<file path="src/rtl/sync_fifo_prog.sv">
// rtl/sync_fifo_prog.sv - parametrised single-clock FIFO with programmable thresholds and sticky errors
// Define SYNC_FIFO_FWFT_EN for first-word-fall-through reads; default is a registered read.
module sync_fifo_prog #(
  parameter int DATA_WIDTH    = 8,
  parameter int ADDR_WIDTH    = 6,
  parameter int AFULL_THRESH  = 56,
  parameter int AEMPTY_THRESH = 8
) (
  input  logic                  clk,
  input  logic                  rst,
  input  logic                  write_en,
  input  logic                  read_en,
  input  logic [DATA_WIDTH-1:0] data_in,
  input  logic                  err_clr,
  output logic [DATA_WIDTH-1:0] data_out,
  output logic                  read_valid,
  output logic                  FIFO_full,
  output logic                  FIFO_empty,
  output logic                  FIFO_almost_full,
  output logic                  FIFO_almost_empty,
  output logic [ADDR_WIDTH:0]   FIFO_counter,
  output logic                  overflow,
  output logic                  underflow
);

  localparam int DEPTH = 1 << ADDR_WIDTH;
  localparam logic [ADDR_WIDTH:0] FULL_CNT = {1'b1, {ADDR_WIDTH{1'b0}}};
  localparam logic [ADDR_WIDTH:0] AF_CNT   = AFULL_THRESH[ADDR_WIDTH:0];
  localparam logic [ADDR_WIDTH:0] AE_CNT   = AEMPTY_THRESH[ADDR_WIDTH:0];

  if (AFULL_THRESH < 1 || AFULL_THRESH > DEPTH) begin : g_bad_afull
    $error("sync_fifo_prog: AFULL_THRESH must be in 1..DEPTH");
  end
  if (AEMPTY_THRESH < 0 || AEMPTY_THRESH > DEPTH - 1) begin : g_bad_aempty
    $error("sync_fifo_prog: AEMPTY_THRESH must be in 0..DEPTH-1");
  end

  logic [DATA_WIDTH-1:0] mem [DEPTH];
  logic [ADDR_WIDTH-1:0] wr_ptr;
  logic [ADDR_WIDTH-1:0] rd_ptr;
  logic [ADDR_WIDTH:0]   count;
  logic                  wr_acc;
  logic                  rd_acc;

  // Acceptance uses the registered flags only, so there is no same-cycle bypass.
  assign wr_acc = write_en & ~FIFO_full;
  assign rd_acc = read_en & ~FIFO_empty;

  assign FIFO_counter      = count;
  assign FIFO_full         = (count == FULL_CNT);
  assign FIFO_empty        = (count == '0);
  assign FIFO_almost_full  = (count >= AF_CNT);
  assign FIFO_almost_empty = (count <= AE_CNT);

  always_ff @(posedge clk) begin
    if (!rst && wr_acc) begin
      mem[wr_ptr] <= data_in;
    end
  end

  always_ff @(posedge clk) begin
    if (rst) begin
      wr_ptr <= '0;
      rd_ptr <= '0;
      count  <= '0;
    end else begin
      if (wr_acc) begin
        wr_ptr <= wr_ptr + 1'b1;
      end
      if (rd_acc) begin
        rd_ptr <= rd_ptr + 1'b1;
      end
      case ({wr_acc, rd_acc})
        2'b10:   count <= count + 1'b1;
        2'b01:   count <= count - 1'b1;
        default: count <= count;
      endcase
    end
  end

  // A new error event takes priority over a clear arriving in the same cycle.
  always_ff @(posedge clk) begin
    if (rst) begin
      overflow  <= 1'b0;
      underflow <= 1'b0;
    end else begin
      if (write_en && FIFO_full) begin
        overflow <= 1'b1;
      end else if (err_clr) begin
        overflow <= 1'b0;
      end
      if (read_en && FIFO_empty) begin
        underflow <= 1'b1;
      end else if (err_clr) begin
        underflow <= 1'b0;
      end
    end
  end

`ifdef SYNC_FIFO_FWFT_EN
  assign data_out   = FIFO_empty ? '0 : mem[rd_ptr];
  assign read_valid = ~FIFO_empty;
`else
  always_ff @(posedge clk) begin
    if (rst) begin
      data_out   <= '0;
      read_valid <= 1'b0;
    end else begin
      read_valid <= rd_acc;
      if (rd_acc) begin
        data_out <= mem[rd_ptr];
      end
    end
  end
`endif

endmodule

</file>
<file path="config.mk">
export PLATFORM = sky130hd
export DESIGN_NAME = sync_fifo_prog
export DESIGN_NICKNAME = d
export VERILOG_FILES = /design/src/rtl/sync_fifo_prog.sv
export SDC_FILE = /design/constraint.sdc
export NUM_CORES = 1
export LEC_CHECK = 0
export CORE_ASPECT_RATIO = 0.9
export CORE_MARGIN = 2
export CORE_UTILIZATION = 50
export CTS_CLUSTER_DIAMETER = 30
export DETAILED_ROUTE_END_ITERATION = 8
export PLACE_DENSITY = 0.64
export SLEW_MARGIN = 20
export SYNTH_ARGS = -nofsm -noshare
export SYNTH_HDL_FRONTEND = slang
export SYNTH_SLANG_ARGS = --single-unit
</file>
<file path="constraint.sdc">
create_clock -name clk -period 3.65 [get_ports clk]
set_input_delay 0.5475 -clock clk [delete_from_list [all_inputs] [get_ports clk]]
set_output_delay 0.5475 -clock clk [all_outputs]
set_load 0.05 [all_outputs]
</file>
==> results.yml <==
status:
  status: "complete, but fails checks"
  failed_checks: "design-rule violations"
synth:
  synth_enable_flop_cells: 512
  synth-seq-cells: 542
  synth_largest_area_cell: "edfxtp_1"
  syn_nets: 1145
  netlist_area_um2: 21300
  synth_area_leaders: "edfxtp_1 72%, mux4_2 9.8%, mux2i_1 4.1%"
  netlist.area_leader.share_pct: 72.1
  ys_types: 52
  synthCells: 1123
  synthArstFlopShare_pct: 0
  ys_warn_count: 0
  synth-main-ff-cell: "edfxtp_1"
  syn_area_per_cell_um2: 19.0
  seq_area_frac_synth_pct: 74.9
floorplan:
  rows: 71
  fp.dieH_um: 200
  io_pins: 35
  die_area_um2: 44300
  die_x_um: 222
  coreArea_um2: 41900
  start_util_pct: 50.9
timing:
  fin_tns_setup_ns: 0
  finalHoldViolations: 0
  relSlewSlack_pct: 27.1
  finalWorstSetupSlack_ns: 0.343
  fmax_mhz: 302
  finalSetupViolations: 0
  min_period_ns: 3.31
  fin_skew_ns: 0.0204
  grt_setup_unrepaired: "no"
  post-route-period-util_pct: 90.6
  finalMaxSlewViolations: 0
  worst_slew_pin_slew_ns: 1.09
worst_setup_path:
  crit_arrival_ns: 3.80
  cp.required_ns: 4.14
  r2r_slack_ns: 0.34
  worst-path-max-fanout: 8
  reg2reg_depth: 12
  r2r-start: "FIFO_counter[0]"
  end_kind: "register"
  cp-start-kind: "register"
  worstSetupPathType: "reg2reg"
  rr_endpoint: "FIFO_counter[6]"
placed_design:
  placed_area_um2: 22800
  port_buffers: 34
  pre_cts_slack_ns: 0.0826
  dpl.hpwl_um: 29000
  place_congestion: 0.849
cts:
  cts_setup_buffers: 0
  clockBufferDepth: 3
  ctsResizeCount: 0
  cts_hold_buf: 0
  clkTransAtPathRegs_ns: 0.05
  numCtsBuffers: 98
  cts_htree_levels: 3
  clk_latency_ns: 0.62
  clock_sink_count: 542
  cts_root_buf: "clkbuf_16"
  cts_tree: "done"
global_route:
  grt_pass1_vias: 11490
  grt_overflow_total: 0
  grtUsageTotal_pct: 22.2
  grt_max_degree: 65
  grt_pass1_wl_um: 72000
  grt_antenna_before_repair: 0
power_and_ir_drop:
  leakage_nw: 8.53
  totalPowerFinal_mw: 19.0
  powerDensity_nw_per_um2: 724
  vdd_drop_max_mv: 0.507
layout:
  fin_util_pct: 62.5
  n_antenna_cell: 0
  drive_above_1_share_pct: 27.9
  n_fill_cell: 2977
  multiInputGateArea_um2: 4960
  area_delta_synth_final_pct: 22.8
  design_area_um2: 26200
  nNetsFinal: 1318
  seq_area_um2: 16000
min_path:
  whs_path_depth: 1
  whs_endpoint: "mem[32][0]"
  min-delay-start: "data_in[0]"
  hold_path_class: "in2reg"
drt:
  ant_nets: 0
  drc: 1
  vias: 11114
  wire_per_inst_um: 25.0
  first_iter_violations: 1115
  firstDrtPassIters: 7
  drt_wl_total_um: 48100
  vias_per_cell: 5.76
flow_run:
  maxCapViolations: 0
[cells by family (layout without fill, tap and decap cells)]
family                   after synthesis  count (layout)  synth area share, %
adder cells (fa/ha/maj)                9               9                0.563
XOR/XNOR                              11              11                0.452
multiplexers                         185             185                 14.4
flip-flops                           542             542                 74.9
AND/OR/NAND/NOR                      178             178                 3.78
AO/OA/AOI/OAI                        127             127                 4.08
buffers and inverters                 71             329                 1.85
[state kept, by name, summed over array words and instances (netlist names)]
register and flops:
mem 512, data_out 8, FIFO_counter 7, rd_ptr 6
wr_ptr 6, overflow 1, read_valid 1, underflow 1
[layer usage]
metal  global-route usage (%)  vias to the layer above  wire length (um)
met5                        0                        -                 0
met4                     7.53                        0              1150
met3                     4.63                       83              2840
met2                     34.6                      339             22500
li1                         -                     4970                 -
met1                     31.9                     5722             21600
[cell usage after synthesis (2+ instances only)]
library cell / n
o21ai_1: 2
a211oi_1: 16
buf_2: 15
ha_1: 8
a21oi_1: 27
buf_1: 7
a22oi_1: 9
o221ai_1: 16
o21ai_0: 15
and3_1: 3
nand2_1: 31
or3_1: 3
xnor2_1: 3
or3b_2: 3
mux2i_1: 88
nor2b_1: 10
nand3_1: 11
dfxtp_1: 30
nor3b_1: 2
nor2_1: 93
o31ai_1: 2
a31o_1: 3
a21o_1: 3
clkbuf_1: 24
a32oi_1: 11
edfxtp_1: 512
a32o_1: 3
nand4_1: 4
nand3b_1: 6
mux4_1: 3
nor4_1: 2
inv_1: 7
buf_4: 7
xor2_1: 8
nor3_1: 5
o22ai_1: 15
mux4_2: 93
buf_6: 9
[cell usage in the layout, fill, tap and decap left out, types with 14 or more instances in the layout]
master / n
buf_4: 99
clkinv_4: 15
clkbuf_16: 100
dfxtp_1: 26
clkdlybuf4s50_1: 26
o221ai_1: 16
mux4_2: 93
clkinvlp_4: 14
mux2i_1: 88
a21oi_1: 27
o22ai_1: 15
edfxtp_1: 512
a211oi_1: 16
nor2_1: 93
nand2_1: 31
o21ai_0: 15
[stage by stage]
step | hold slack, ns | instances
floorplan | 0.494 | 1123
global placement | 0.519 | 1743
detailed placement | 0.522 | 1743
CTS | 0.539 | 1928
global route | 0.534 | 1928
finish | 0.523 | 1928
[how the worst max path moves through the flow]
stage	from	to	slack, ns	cells past startpoint
final	FIFO_counter[0]	FIFO_counter[6]	0.34	12
after global routing	FIFO_counter[0]	FIFO_counter[6]	0.12	12
after CTS	FIFO_counter[0]	FIFO_counter[6]	0.34	12
after detailed placement	write_en	FIFO_counter[6]	0.08	12
after global placement	write_en	FIFO_counter[6]	0.17	12
after floorplan	FIFO_counter[0]	FIFO_counter[6]	0.19	11
[power breakdown]
part / internal (mW) / total [mW] / leakage, nW / switching [mW]
registers: 6.93 / 7.15 / 4.85 / 0.218
logic: 1.14 / 2.67 / 2.05 / 1.53
clock network: 5.98 / 9.15 / 1.63 / 3.16
total: 14.1 / 19.0 / 8.53 / 4.92
[worst max-delay path, stage by stage (launching register included)]
cell	delay [ns]
dfxtp_1	0.36
nor4_1	0.46
nand2_1	0.12
nand2_1	0.14
inv_2	0.10
ha_1	0.24
ha_1	0.32
nor2b_1	0.15
o21ai_0	0.22
a21boi_0	0.16
or4_1	0.49
nand3_1	0.10
mux2_2	0.32
[final cells by class]
| cell class | count | share of cell area (%) |
|---|---|---|
| sequential | 542 | 61.0 |
| tap | 547 | 2.61 |
| clock inverter | 81 | 3.41 |
| inverter | 8 | 0.115 |
| multi-input combinational | 510 | 18.9 |
| clock buffer | 104 | 9.61 |
| timing repair buffer | 136 | 4.27 |
Note: power is estimated with default switching activity, not from simulation.
